===== src/rtl/spi_reply_sched.sv =====
// Reply scheduler for the SPI slave: decodes received bytes, round-robin queues requester bytes,
// and arms one TX byte per received byte. Optional macro SPI_REPLY_SCHED_UNDERFLOW_CNT_EN adds o_Underflow_Cnt.
module spi_reply_sched #(
    parameter int         NUM_REQ    = 2,
    parameter int         FIFO_DEPTH = 4,
    parameter logic [7:0] CMD_POLL   = 8'hFF,
    parameter logic [7:0] CMD_FLUSH  = 8'hFE,
    parameter logic [7:0] FILL_BYTE  = 8'h00
) (
    input  logic                            i_Clk,
    input  logic                            i_Rst_L,
    input  logic                            i_RX_DV,
    input  logic [7:0]                      i_RX_Byte,
    output logic                            o_TX_DV,
    output logic [7:0]                      o_TX_Byte,
    output logic                            o_Data_DV,
    output logic [7:0]                      o_Data_Byte,
`ifdef SPI_REPLY_SCHED_UNDERFLOW_CNT_EN
    output logic [7:0]                      o_Underflow_Cnt,
`endif
    input  logic [NUM_REQ-1:0]              i_Req,
    input  logic [8*NUM_REQ-1:0]            i_Req_Data,
    output logic [NUM_REQ-1:0]              o_Gnt,
    output logic [$clog2(FIFO_DEPTH):0]     o_Level,
    output logic                            o_Full,
    output logic                            o_Empty
);
    localparam int PW  = $clog2(FIFO_DEPTH);
    localparam int LW  = PW + 1;
    localparam int RRW = (NUM_REQ > 1) ? $clog2(NUM_REQ) : 1;

    typedef enum logic {S_LOAD = 1'b0, S_ARMED = 1'b1} state_t;

    state_t          state_q, state_d;
    logic            tx_dv_q, tx_dv_d;
    logic [7:0]      tx_byte_q, tx_byte_d;
    logic            data_dv_q, data_dv_d;
    logic [7:0]      data_byte_q, data_byte_d;
    logic            flush_q, flush_d;
    logic [RRW-1:0]  rr_q, rr_d;
    logic [PW-1:0]   rd_ptr_q, wr_ptr_q;
    logic [LW-1:0]   level_q;
    logic [7:0]      mem_q [FIFO_DEPTH];

    logic            full_s, empty_s, pop_s, flush_cycle_s, push_ok_s, push_s, uf_inc_s;
    logic [NUM_REQ-1:0] gnt_s;
    logic [7:0]      push_data_s;
    logic            found_s;
    int              idx_s;

    assign full_s        = (level_q == LW'(FIFO_DEPTH));
    assign empty_s       = (level_q == LW'(0));
    assign flush_cycle_s = (state_q == S_LOAD) && flush_q;
    assign pop_s         = (state_q == S_LOAD) && !flush_q && !empty_s;
    assign push_ok_s     = !flush_cycle_s && (!full_s || pop_s);
    assign push_s        = |gnt_s;

    // Round-robin search from rr; grant held low while in reset so outputs match reset values
    always_comb begin
        gnt_s       = '0;
        rr_d        = rr_q;
        push_data_s = FILL_BYTE;
        found_s     = 1'b0;
        idx_s       = 0;
        if (push_ok_s && i_Rst_L) begin
            for (int i = 0; i < NUM_REQ; i++) begin
                idx_s = (int'(rr_q) + i) % NUM_REQ;
                if (!found_s && i_Req[idx_s]) begin
                    found_s      = 1'b1;
                    gnt_s[idx_s] = 1'b1;
                    push_data_s  = i_Req_Data[8*idx_s +: 8];
                    rr_d         = RRW'((idx_s + 1) % NUM_REQ);
                end else begin
                    found_s = found_s;
                end
            end
        end else begin
            gnt_s = '0;
        end
    end

    // Next-state and registered-output decode
    always_comb begin
        state_d     = state_q;
        tx_dv_d     = 1'b0;
        tx_byte_d   = tx_byte_q;
        data_dv_d   = 1'b0;
        data_byte_d = data_byte_q;
        flush_d     = flush_q;
        uf_inc_s    = 1'b0;
        case (state_q)
            S_LOAD: begin
                tx_dv_d = 1'b1;
                if (pop_s) begin
                    tx_byte_d = mem_q[rd_ptr_q];
                end else begin
                    tx_byte_d = FILL_BYTE;
                    uf_inc_s  = !flush_q;
                end
                flush_d = 1'b0;
                state_d = S_ARMED;
            end
            S_ARMED: begin
                if (i_RX_DV) begin
                    state_d = S_LOAD;
                    if (i_RX_Byte == CMD_POLL) begin
                        flush_d = flush_q;
                    end else if (i_RX_Byte == CMD_FLUSH) begin
                        flush_d = 1'b1;
                    end else begin
                        data_dv_d   = 1'b1;
                        data_byte_d = i_RX_Byte;
                    end
                end else begin
                    state_d = S_ARMED;
                end
            end
            default: state_d = S_LOAD;
        endcase
    end

    // FSM state, output registers and arbitration pointer
    always_ff @(posedge i_Clk or negedge i_Rst_L) begin
        if (!i_Rst_L) begin
            state_q     <= S_LOAD;
            tx_dv_q     <= 1'b0;
            tx_byte_q   <= FILL_BYTE;
            data_dv_q   <= 1'b0;
            data_byte_q <= 8'h00;
            flush_q     <= 1'b0;
            rr_q        <= '0;
        end else begin
            state_q     <= state_d;
            tx_dv_q     <= tx_dv_d;
            tx_byte_q   <= tx_byte_d;
            data_dv_q   <= data_dv_d;
            data_byte_q <= data_byte_d;
            flush_q     <= flush_d;
            rr_q        <= rr_d;
        end
    end

    // Reply queue; a flush cycle empties it and suppresses any push
    always_ff @(posedge i_Clk or negedge i_Rst_L) begin
        if (!i_Rst_L) begin
            rd_ptr_q <= '0;
            wr_ptr_q <= '0;
            level_q  <= '0;
            for (int i = 0; i < FIFO_DEPTH; i++) begin
                mem_q[i] <= FILL_BYTE;
            end
        end else if (flush_cycle_s) begin
            rd_ptr_q <= '0;
            wr_ptr_q <= '0;
            level_q  <= '0;
        end else begin
            if (push_s) begin
                mem_q[wr_ptr_q] <= push_data_s;
                wr_ptr_q        <= wr_ptr_q + PW'(1);
            end
            if (pop_s) begin
                rd_ptr_q <= rd_ptr_q + PW'(1);
            end
            case ({push_s, pop_s})
                2'b10:   level_q <= level_q + LW'(1);
                2'b01:   level_q <= level_q - LW'(1);
                default: level_q <= level_q;
            endcase
        end
    end

`ifdef SPI_REPLY_SCHED_UNDERFLOW_CNT_EN
    logic [7:0] uf_cnt_q;

    // Saturating count of loads that armed the fill byte from an empty queue
    always_ff @(posedge i_Clk or negedge i_Rst_L) begin
        if (!i_Rst_L) begin
            uf_cnt_q <= 8'h00;
        end else if (uf_inc_s && (uf_cnt_q != 8'hFF)) begin
            uf_cnt_q <= uf_cnt_q + 8'd1;
        end else begin
            uf_cnt_q <= uf_cnt_q;
        end
    end

    assign o_Underflow_Cnt = uf_cnt_q;
`else
    logic unused_uf_s;
    assign unused_uf_s = uf_inc_s;
`endif

    assign o_TX_DV     = tx_dv_q;
    assign o_TX_Byte   = tx_byte_q;
    assign o_Data_DV   = data_dv_q;
    assign o_Data_Byte = data_byte_q;
    assign o_Gnt       = gnt_s;
    assign o_Level     = level_q;
    assign o_Full      = full_s;
    assign o_Empty     = empty_s;
endmodule


===== config.mk =====
export PLATFORM = sky130hd
export DESIGN_NAME = spi_reply_sched
export DESIGN_NICKNAME = d
export VERILOG_FILES = /design/src/rtl/spi_reply_sched.sv
export SDC_FILE = /design/constraint.sdc
export NUM_CORES = 1
export LEC_CHECK = 0
export CELL_PAD_IN_SITES_DETAIL_PLACEMENT = 2
export CELL_PAD_IN_SITES_GLOBAL_PLACEMENT = 2
export CORE_UTILIZATION = 36
export CTS_BUF_LIST = sky130_fd_sc_hd__clkbuf_8 sky130_fd_sc_hd__clkbuf_16
export DETAILED_ROUTE_END_ITERATION = 6
export PLACE_DENSITY_LB_ADDON = 0.1
export SYNTH_ARGS = -nofsm -noshare
export SYNTH_HDL_FRONTEND = slang
export SYNTH_SLANG_ARGS = --single-unit

===== constraint.sdc =====
create_clock -name i_Clk -period 5.6 [get_ports i_Clk]
set_input_delay 1.12 -clock i_Clk [delete_from_list [all_inputs] [get_ports i_Clk]]
set_output_delay 1.12 -clock i_Clk [all_outputs]
set_load 0.05 [all_outputs]

* Word-level counts from Yosys, hierarchy flattened
Index checks and enable logic that the tools add are counted.
Storage, ports and cells: register bits 60, bits of input ports 29, logic and storage cells 114
Operators by class: add/subtract/negate cells 6, $lt $le $gt $ge 7, eq/ne operators 8, shift operators 2, muxes and demuxes 44, bitwise gates (word level) 8, reductions and logical operators 25
Operators with widths (count):
- 8-bit 2-to-1 mux | 7
- 32-bit bitwise mux | 1
- 16-bit by 5-bit indexed part select with 8-bit output | 2
- 1-bit 2-to-1 mux | 20
- 8-bit binary-select mux with 2-bit select | 1
- 8-bit demux with 2-bit select | 1
- 8-bit equality test (second input constant) | 2
- 2-bit 2-to-1 mux | 8
- 1-bit logical AND | 9
- 3-bit >= comparator (second input constant) | 2
- 2-bit inverter with 3-bit output | 2
- 3-bit case mux with 2 select lines | 1
- 2-bit nonzero test | 3
- 1-bit zero test | 5
- 2-bit by 1-bit adder with 2-bit output (second input constant) | 2
- 2-bit != test (second input constant) | 2
- 1-bit inverter | 4
- 1-bit case mux with 2 select lines | 2
- 2-bit AND reduction | 2
- 4-bit AND reduction | 1
- 3-bit by 1-bit adder with 3-bit output (second input constant) | 1
- 3-bit equality test (second input constant) | 1
- 3-bit zero test | 1
- 2-bit by 3-bit less-than comparator with 1-bit output (second input constant) | 1
- 17 further kinds | 19

* Logic depth before layout (Yosys ltp)
Gate-level depths: netlist of the first run.
word-level depth 15, depth in mapped cells 8, depth with buffers taken out 7

* Worst setup path before layout of the first run
OpenSTA, ideal clock, no wires.
kind input to output, start point input i_Req[0], end point output o_Gnt[0], arrival time 2011 ps, path slack 2469 ps, stages 2, path buffers 0, path through a21boi_1 and2_1
Between the ends: word-level cells in the longest chain between the ends 8, elaborated cells on any way between the ends 14, those cells by class mux (11); bitwise (1); reduce/logical (2)
RTL lines:
- start, declared | RTL line 21 | input logic [NUM_REQ-1:0] i_Req,
- 1-bit 2-to-1 mux (not written as such) (2 in series) | RTL line 68 | if (!found_s && i_Req[idx_s]) begin
- 1-bit 2-to-1 mux | RTL line 68
- 1-bit 2-to-1 mux | RTL line 65 | if (push_ok_s && i_Rst_L) begin
- 1-bit zero test | RTL line 68
- 1-bit logical AND | RTL line 68
- 2-bit 2-to-1 mux (*) | RTL line 68
- 2-bit 2-to-1 mux (*) | RTL line 65
- end, declared | RTL line 23 | output logic [NUM_REQ-1:0] o_Gnt,
Mark *: on every way between the ends. The rest lies on a longest branch, timed or not. The select of a mux whose other input is x is not followed.

* Worst setup path after layout of the first run
Ends and elaborated chain as after synthesis.

==> impl_metrics.yaml, run 1 <==
run_status:
  outcome: "complete, no violations"
final_layout:
  drive_gt1_share_pct: 13.6
  flow.area_growth_from_synthesis_pct: 27.2
  final_cells: 394
  finalNetCount: 324
  antenna_cells_inserted: 0
  layout.cell_area.non_filler_mm2: 0.00354
sta:
  hold_vio_cnt_final: 0
  slew_headroom_pct: 45.9
  maxSlewViolCount: 0
  timing.final.setup_violations: 0
  final_min_period_ns: 4.19
  tightestPinTransition_ns: 0.811
  layout_worst_path_cycle_share_pct: 74.7
  rsz0062_at_grt: "no"
  maxClockFrequency_ghz: 0.239
  setup_tns_ns: 0
  hold_ws_ns: 0.512
  finalClockSkew_ns: 0.00928
setup_path:
  cpMaxStageDelayCell: "sky130_fd_sc_hd__clkdlybuf4s50_1"
  path_common_cell: "sky130_fd_sc_hd__clkdlybuf4s50_1"
  rr_startpoint: "state_q"
  critical_path_arrival_ns: 3.07
  worst_path_dominant_cell_family: "buffers and inverters"
  reg2reg_depth: 4
  timing.rr.end: "mem_q[23]"
  worstPathMaxFanout: 9
  worst_ep_required_time_ns: 4.48
  reg2reg_setup_slack_ns: 2.96
  critical_path_type: "in2out"
  setup.worst_path.end_class: "output port"
  timing.critical_path.slowest_cell_delay_ns: 0.81
  critPathBufInv: 3
  start_kind: "primary input"
  cell_chain_of_the_critical_path: "clkdlybuf4s50_1, a21boi_1, buf_4, and2_1, clkdlybuf4s50_1"
yosys:
  synth-async-reset-ratio_pct: 100
  netlist.top_cell.by_area: "sky130_fd_sc_hd__dfrtp_1"
  ys_seq_elements: 60
  syn-mean-instance-area_um2: 11.6
  synth_enable_flop_cells: 0
  yosys.cell_types.count: 41
  yosys_warnings: 0
  synth.net_count: 275
  synth-main-ff-cell: "sky130_fd_sc_hd__dfrtp_1"
  ys_top_cells_by_area: "sky130_fd_sc_hd__dfrtp_1 (54%), sky130_fd_sc_hd__a21oi_1 (12%), sky130_fd_sc_hd__mux4_2 (6.5%), sky130_fd_sc_hd__a22o_1 (2.8%), sky130_fd_sc_hd__mux2_2 (2.4%)"
  synthesis.area_mm2: 0.00278
  synth.yosys.seq_area_share_pct: 53.9
  synth_top_area_share_pct: 53.9
  post_synth_inst_count: 241
floorplan:
  placeableCoreArea_mm2: 0.00737
  io_pins: 54
  vertical_die_dimension_um: 89.9
  initial_utilization_pct: 37.8
  fp.dieW_um: 89.9
  die_area_mm2: 0.00809
  row_count: 31
place:
  placedCellCount: 378
  portBuffers: 53
  place.detailed.hpwl_um: 5370
  finalWeightedCongestion: 0.741
  postPlaceCellArea_mm2: 0.00335
grt:
  global_route.usage.total_pct: 21.1
  grt_overflow: 0
  grt_antenna_before_repair: 0
  largest_net_degree_at_the_start_of_global_routing: 64
  via_count_of_the_first_global_routing_pass: 2405
  grt_first_pass_wirelength_um: 13200
job:
  timing.max_cap.violations: 0
clock_tree:
  cts.path.max_buffers: 2
  cts_root_buf: "sky130_fd_sc_hd__clkbuf_8"
  clock_sink_count: 60
  cts_htree_levels: 3
  postCtsSetupBuffers: 0
  tritoncts.num_buffers: 9
  clock_tree_from_tritoncts: "built"
  worst_skew_pair.late_latency_ns: 0.33
  cts_resized: 0
  post_cts_hold_buffer_count: 0
  cts.reportedPaths.clkPinSlew_ns: 0.07
detailed_routing:
  num_vias: 2179
  route.detailed.drc: 0
  1st_iter_drt_viols: 97
  wirelength_um: 7990
  route.detailed.vias_per_inst: 5.53
  detailed_route_wire_length_per_cell_um: 20.3
  postRouteAntennaNets: 0
  dr.pass1.iters: 4
min_path:
  whs_path_depth: 1
  min-delay-path-class: "reg2reg"
  worstHoldStart: "o_Data_Byte[3]"
  whs_endpoint: "o_Data_Byte[3]"
power_and_ir_drop:
  p_leak_uw: 0.00146
  peakVddDrop_uv: 178
  totalPowerFinal_uw: 2050
  pwr_density_cell_mw_per_mm2: 579
## cell type report
| type | instances | area (um^2) |
|---|---|---|
| fillers | 757 | 3830 |
| flip-flops and latches | 60 | 1500 |
| multi-input cells | 154 | 1140 |
| repair buffers | 57 | 556 |
| clock buffers | 12 | 165 |
| well taps | 99 | 124 |
| inverters | 8 | 30.0 |
| clock inverters | 4 | 22.5 |
## kinds of logic (layout without fill, tap and decap cells)
kind of cell | count (synthesis) | count (layout) | share of synthesized area [%]
flops | 60 | 60 | 53.9
simple gates | 28 | 28 | 6.25
fa+ha+maj | 5 | 5 | 2.52
compound gates | 102 | 102 | 21.6
buf+inv | 27 | 81 | 5.03
mux | 18 | 18 | 10.3
xor+xnor | 1 | 1 | 0.315
## synth_stat cells (all sizes together) (4+ instances only)
cell type,count
a21oi,68
a22o,9
a22oi,8
and2,7
buf,12
clkbuf,7
dfrtp,60
ha,4
inv,8
mux2,6
mux2i,4
mux4,8
nand2,6
nor2,4
o21ai,5
## worst max path at each step
| stage | startpoint | to | slack, ns | cells past startpoint |
|---|---|---|---|---|
| after detailed placement | i_Req[0] | o_Gnt[0] | 1.41 | 5 |
| final | i_Req[0] | o_Gnt[0] | 1.41 | 5 |
| after global placement | i_Req[1] | o_Gnt[1] | 1.51 | 5 |
| after global routing | i_Req[0] | o_Gnt[0] | 1.34 | 5 |
| after floorplan | i_Req[0] | o_Gnt[0] | 2.47 | 2 |
| after CTS | i_Req[0] | o_Gnt[0] | 1.40 | 5 |
## metrics by stage
stage               setup slack (ns)  util, %
floorplan                       2.47        -
global placement                1.51     45.5
detailed placement              1.41     45.5
CTS                             1.40     48.0
global route                    1.34     48.0
finish                          1.41     48.0
## report_power, final
group | internal (uW) | switching, uW | total (uW)
clock | 195 | 173 | 367
combinational | 380 | 521 | 901
sequential | 619 | 164 | 783
total | 1190 | 858 | 2050
## cells in the final DEF, fill, tap and decap left out, types with 2 or more instances in the layout
cell	Yosys	final
sky130_fd_sc_hd__nor2_1	4	4
sky130_fd_sc_hd__a31oi_1	3	3
sky130_fd_sc_hd__buf_4	5	4
sky130_fd_sc_hd__ha_1	4	4
sky130_fd_sc_hd__mux4_2	8	8
sky130_fd_sc_hd__and2_1	5	5
sky130_fd_sc_hd__a22o_1	9	9
sky130_fd_sc_hd__a21boi_1	2	2
sky130_fd_sc_hd__clkinv_2	0	3
sky130_fd_sc_hd__dfrtp_1	60	60
sky130_fd_sc_hd__nand2_1	6	6
sky130_fd_sc_hd__inv_1	8	8
sky130_fd_sc_hd__clkbuf_8	0	12
sky130_fd_sc_hd__mux2i_1	4	4
sky130_fd_sc_hd__nor3_1	3	3
sky130_fd_sc_hd__clkdlybuf4s50_1	0	52
sky130_fd_sc_hd__mux2_2	6	6
sky130_fd_sc_hd__a22oi_1	8	8
sky130_fd_sc_hd__a21oi_1	68	68
sky130_fd_sc_hd__o21ai_0	5	5
## sequential cells by signal, summed over array words and instances, names as in the netlist
register	flops
mem_q	32
wr_ptr_q	2
rd_ptr_q	2
flush_q	1
o_Data_DV	1
rr_q	1
o_TX_DV	1
o_Level	3
state_q	1
o_Data_Byte	8
o_TX_Byte	8
## layer usage
metal  wire length [um]  track usage (%)  vias up  share of wire, %
li1                   -                -      985                 -
met2               3960             34.5       53                50
met3                338             4.31        4               4.2
met4                 61             6.72        0              0.76
met1               3630             28.2     1137                45
met5                  0                0        -                 0
(Power assumes the default switching activity.)
==> inputs of run 2 (changes only) <==
--- a/config.mk
+++ b/config.mk
@@ -7,7 +7,7 @@
 export LEC_CHECK = 0
 export CELL_PAD_IN_SITES_DETAIL_PLACEMENT = 2
 export CELL_PAD_IN_SITES_GLOBAL_PLACEMENT = 2
-export CORE_UTILIZATION = 36
+export CORE_UTILIZATION = 30
 export CTS_BUF_LIST = sky130_fd_sc_hd__clkbuf_8 sky130_fd_sc_hd__clkbuf_16
 export DETAILED_ROUTE_END_ITERATION = 6
 export PLACE_DENSITY_LB_ADDON = 0.1
==> constraint.sdc (replaced) <==
create_clock -name i_Clk -period 3.77 [get_ports i_Clk]
set_input_delay 0.754 -clock i_Clk [delete_from_list [all_inputs] [get_ports i_Clk]]
set_output_delay 0.754 -clock i_Clk [all_outputs]
set_load 0.05 [all_outputs]
==> impl_metrics.yaml, run 2 (synthesized netlist as in run 1, its figures left out) <==
final_layout:
  mostFrequentLayoutCells: "sky130_fd_sc_hd__a21oi_1 (68), sky130_fd_sc_hd__dfrtp_1 (60), sky130_fd_sc_hd__clkdlybuf4s50_1 (50)"
  registers.top_by_ff_count: "mem_q"
  antenna_cells_inserted: 0
  fillCellCount: 936
  final_cells: 405
  flow.area_growth_from_synthesis_pct: 29.4
  layout_commonest_cell: "sky130_fd_sc_hd__a21oi_1"
  finalNetCount: 326
  largest_reg_flops: 32
  drive_gt1_share_pct: 14.5
setup_path:
  critPathBufInv: 1
  timing.rr.end: "o_Level[2]"
  worstPathMaxFanout: 8
  worst_path_dominant_cell_family: "buffers and inverters"
  timing.critical_path.slowest_cell_delay_ns: 0.91
  cell_chain_of_the_critical_path: "nor3_1, clkdlybuf4s50_1"
  setup.worst_path.end_class: "output port"
  critical_path_arrival_ns: 2.22
  reg2reg_setup_slack_ns: 1.62
  reg2reg_depth: 7
  worst_ep_required_time_ns: 3.02
  start_kind: "flop"
  cpMaxStageDelayCell: "sky130_fd_sc_hd__clkdlybuf4s50_1"
  rr_startpoint: "o_Level[2]"
  critical_path_type: "reg2out"
grt:
  grt_overflow: 0
  largest_net_degree_at_the_start_of_global_routing: 62
  grt_antenna_before_repair: 0
  grt_first_pass_wirelength_um: 13200
  via_count_of_the_first_global_routing_pass: 2343
  global_route.usage.total_pct: 18.2
clock_tree:
  clock_sink_count: 60
  cts_root_buf: "sky130_fd_sc_hd__clkbuf_8"
  worst_skew_pair.late_latency_ns: 0.34
  tritoncts.num_buffers: 9
  postCtsSetupBuffers: 0
  clock_tree_from_tritoncts: "built"
  post_cts_hold_buffer_count: 0
  cts.reportedPaths.clkPinSlew_ns: 0.07
  cts.path.max_buffers: 2
  cts_resized: 0
  cts_htree_levels: 3
floorplan:
  die_area_mm2: 0.00967
  row_count: 34
  fp.dieW_um: 98.3
  placeableCoreArea_mm2: 0.00885
  io_pins: 54
  initial_utilization_pct: 31.5
  vertical_die_dimension_um: 98.3
sta:
  layout_worst_path_cycle_share_pct: 79.0
  maxSlewViolCount: 0
  timing.final.setup_violations: 0
  finalClockSkew_ns: 0.0117
  hold_vio_cnt_final: 0
  slew_headroom_pct: 45.6
  setup_ws_ns: 0.792
  rsz0062_at_grt: "no"
  maxClockFrequency_ghz: 0.336
  final_min_period_ns: 2.98
  setup_tns_ns: 0
  tightestPinTransition_ns: 0.816
power_and_ir_drop:
  p_leak_uw: 0.00149
  power_report.internal_total_uw: 1830
  power_switching_share_pct: 40.9
  pwr-share-seq_pct: 37.4
  combinational_share_of_power_pct: 43.0
  pwr_density_cell_mw_per_mm2: 857
  peakVddDrop_uv: 215
  power.share.clock_pct: 19.5
  netSwitchingPower_uw: 1260
job:
  timing.max_cap.violations: 0
min_path:
  min-delay-path-class: "reg2reg"
  whs_path_depth: 1
  whs_endpoint: "o_TX_Byte[1]"
  worstHoldStart: "o_TX_Byte[1]"
detailed_routing:
  route.met3.wl_um: 319
  postRouteAntennaNets: 0
  route.detailed.drc: 1
  maxUsedRoutingLayer: "met4"
  wirelength_um: 8070
  num_vias: 2149
  met1Wirelength_um: 3890
  detailed_route_wire_length_per_cell_um: 19.9
  met2WireLength_um: 3790
  route.detailed.vias_per_inst: 5.31
  1st_iter_drt_viols: 66
  dr.pass1.iters: 7
place:
  placedCellCount: 389
  preCtsSetupSlack_ns: 0.930
  portBuffers: 53
  finalWeightedCongestion: 0.698
  place.detailed.hpwl_um: 5440
run_status:
  outcome: "complete, but fails checks"
  violated_checks: "design-rule violations"
run 2: cell count changes in the layout (fill, tap and decap cells not counted), sizes merged:
| cell | before | now |
|---|---|---|
| buf | 5 | 9 |
| clkdlybuf4s50 | 52 | 50 |
| bufinv | 0 | 1 |
| clkbuf | 12 | 11 |
| clkinv | 3 | 2 |
| inv | 8 | 9 |
run 2: cell type report:
cell class	instances	area, um^2	share of cell area (%)
clock buffer	11	151	4.20
tap	108	135	3.75
timing repair buffer	59	591	16.4
sequential	60	1500	41.7
clock inverter	5	51.3	1.42
inverter	8	30.0	0.834
multi-input combinational	154	1140	31.7
run 2: layer usage:
metal,up-vias,GRT usage [%]
met5,-,0
met4,0,5.17
met3,6,4.58
met2,45,29.5
met1,1107,24.3
li1,991,-
run 2: how the worst max path moves through the flow:
stage,start,end,slack [ns],cells after the start
after floorplan,o_Level[0],o_Level[2],0.67,6
after global placement,i_Req[1],o_Gnt[1],1.01,5
after detailed placement,i_Req[0],o_Gnt[0],0.93,5
after CTS,o_Level[2],o_Empty,0.76,2
after global routing,o_Level[2],o_Empty,0.70,2
final,o_Level[2],o_Empty,0.79,2
run 2: stage by stage:
stage / utilization (%) / hold slack (ns) / instance area, um^2 / total power [uW]
5_1_grt: 40.7 / 0.525 / 3600 / 3280
2_1_floorplan: - / 0.458 / 2780 / 2040
3_5_place_dp: 38.4 / 0.497 / 3400 / 2510
3_3_place_gp: 38.4 / 0.475 / 3400 / 2470
6_report: 40.7 / 0.507 / 3600 / 3090
4_1_cts: 40.7 / 0.515 / 3600 / 3130
run 2: power by group through the flow:
| stage | logic, uW | clock network [uW] | registers [uW] |
|---|---|---|---|
| after floorplan | 733 | 0 | 1310 |
| after global placement | 1300 | 0 | 1160 |
| after detailed placement | 1340 | 0 | 1170 |
| after CTS | 1340 | 620 | 1160 |
| after global routing | 1440 | 646 | 1190 |
| final | 1330 | 603 | 1160 |
==> inputs of run 3 (changes only) <==
--- a/config.mk
+++ b/config.mk
@@ -7,7 +7,7 @@
 export LEC_CHECK = 0
 export CELL_PAD_IN_SITES_DETAIL_PLACEMENT = 2
 export CELL_PAD_IN_SITES_GLOBAL_PLACEMENT = 2
-export CORE_UTILIZATION = 30
+export CORE_UTILIZATION = 33
 export CTS_BUF_LIST = sky130_fd_sc_hd__clkbuf_8 sky130_fd_sc_hd__clkbuf_16
 export DETAILED_ROUTE_END_ITERATION = 6
 export PLACE_DENSITY_LB_ADDON = 0.1
==> constraint.sdc (replaced) <==
create_clock -name i_Clk -period 3 [get_ports i_Clk]
set_input_delay 0.6 -clock i_Clk [delete_from_list [all_inputs] [get_ports i_Clk]]
set_output_delay 0.6 -clock i_Clk [all_outputs]
set_load 0.05 [all_outputs]
==> impl_metrics.yaml, run 3 (synthesized netlist as in run 1, its figures left out) <==
run_status:
  outcome: "complete, no violations"
final_layout:
  antenna_cells_inserted: 0
  largest_reg_flops: 32
  drive_gt1_share_pct: 15.7
  final_cells: 405
  registers.top_by_ff_count: "mem_q"
  mostFrequentLayoutCells: "sky130_fd_sc_hd__a21oi_1 (68), sky130_fd_sc_hd__dfrtp_1 (60), sky130_fd_sc_hd__clkdlybuf4s50_1 (50)"
  layout_commonest_cell: "sky130_fd_sc_hd__a21oi_1"
  finalNetCount: 329
  flow.area_growth_from_synthesis_pct: 30.2
  final_core_util_pct: 44.4
sta:
  hold_ws_ns: 0.296
  slew_headroom_pct: 56.7
  timing.final.setup_violations: 0
  final_min_period_ns: 2.64
  layout_worst_path_cycle_share_pct: 87.9
  setup_tns_ns: 0
  maxSlewViolCount: 0
  finalClockSkew_ns: 0.0113
  hold_vio_cnt_final: 0
  rsz0062_at_grt: "no"
  maxClockFrequency_ghz: 0.379
  tightestPinTransition_ns: 0.649
power_and_ir_drop:
  p_leak_uw: 0.00151
  peakVddDrop_uv: 285
  pwr_density_cell_mw_per_mm2: 1070
setup_path:
  critical_path_arrival_ns: 2.04
  worstSetupEndpoint: "o_Full"
  timing.rr.end: "o_Level[2]"
  reg2reg_depth: 6
  start_kind: "flop"
  worst_path_dominant_cell_family: "buffers and inverters"
  worstPathMaxFanout: 6
  setup.worst_path.end_class: "output port"
  worst_ep_required_time_ns: 2.40
  reg2reg_setup_slack_ns: 1.00
  worstSetupStartpoint: "o_Level[1]"
  timing.critical_path.depth: 3
  rr_startpoint: "o_Level[1]"
  cpMaxStageDelayCell: "sky130_fd_sc_hd__clkdlybuf4s50_1"
  critPathBufInv: 1
  timing.critical_path.slowest_cell_delay_ns: 0.79
  cell_chain_of_the_critical_path: "nor2_1, and2_1, clkdlybuf4s50_1"
  critical_path_type: "reg2out"
place:
  placedCellCount: 389
  finalWeightedCongestion: 0.740
  portBuffers: 53
  place.detailed.hpwl_um: 5520
clock_tree:
  cts_root_buf: "sky130_fd_sc_hd__clkbuf_8"
  clock_tree_from_tritoncts: "built"
  cts_resized: 0
  cts_htree_levels: 3
  postCtsSetupBuffers: 0
  cts.reportedPaths.clkPinSlew_ns: 0.07
  clock_sink_count: 60
  post_cts_hold_buffer_count: 0
  worst_skew_pair.late_latency_ns: 0.33
  tritoncts.num_buffers: 9
  cts.path.max_buffers: 2
grt:
  grt_first_pass_wirelength_um: 13100
  global_route.usage.total_pct: 20.3
  largest_net_degree_at_the_start_of_global_routing: 41
  grt_antenna_before_repair: 0
  grt_overflow: 0
  via_count_of_the_first_global_routing_pass: 2338
detailed_routing:
  1st_iter_drt_viols: 80
  route.detailed.drc: 0
  wirelength_um: 7920
  num_vias: 2184
  dr.pass1.iters: 4
  postRouteAntennaNets: 0
  detailed_route_wire_length_per_cell_um: 19.6
  route.detailed.vias_per_inst: 5.39
min_path:
  min-delay-path-class: "in2async"
job:
  timing.max_cap.violations: 0
floorplan:
  placeableCoreArea_mm2: 0.00818
  fp.dieW_um: 93.9
  die_area_mm2: 0.00881
  initial_utilization_pct: 34.1
  row_count: 33
  io_pins: 54
  vertical_die_dimension_um: 93.9
==> run 3: changes by cell type in the layout (fill, tap and decap cells not counted), sizes merged <==
cell	change
buf	+3
==> run 3: area by class of cell <==
type                       instances  area, um^2
fill                             844        4550
sequential                        60        1500
multi-input combinational        154        1150
timing repair buffer              62         613
clock buffer                      11         151
tap                              105         131
clock inverter                     5        51.3
inverter                           8        30.0
==> run 3: where the power goes <==
part,switching (uW),internal (uW)
Combinational,959,726
Clock,329,423
Sequential,300,1150
==> run 3: worst reg2reg max path: stages, from the launching register on <==
cell and delay, ns:
sky130_fd_sc_hd__dfrtp_1 0.47, sky130_fd_sc_hd__nor3_2 0.33, sky130_fd_sc_hd__nor4_1 0.11, sky130_fd_sc_hd__fa_1 0.46
sky130_fd_sc_hd__o211ai_1 0.14, sky130_fd_sc_hd__o31ai_1 0.12, sky130_fd_sc_hd__o221a_2 0.25
==> run 3: metal layers <==
| metal | up-vias | global-route usage, % | share of wire (%) |
|---|---|---|---|
| met5 | - | 0 | 0 |
| met4 | 0 | 6.67 | 1.3 |
| met3 | 9 | 4.45 | 3.3 |
| met2 | 41 | 31.3 | 49 |
| met1 | 1134 | 28.1 | 47 |
| li1 | 1000 | - | - |
==> run 3: worst min-delay path by stage <==
stage | start | endpoint | slack, ns | depth (start not counted)
after global routing | i_Rst_L | flush_q | 0.30 | 2
after detailed placement | o_Data_Byte[2] | o_Data_Byte[2] | 0.48 | 1
after global placement | o_Data_Byte[2] | o_Data_Byte[2] | 0.49 | 1
final | i_Rst_L | flush_q | 0.30 | 2
after floorplan | i_Rst_L | flush_q | 0.30 | 0
after CTS | i_Rst_L | o_Data_Byte[0] | 0.30 | 2
==> run 3: metrics by stage <==
stage                     area [um^2]  power, uW  setup WS, ns
final                            3630       3890         0.363
after global routing             3630       4150         0.251
after CTS                        3630       3940         0.344
after detailed placement         3420       3170         0.330
after global placement           3420       3110         0.482
after floorplan                  2790       2570         0.418
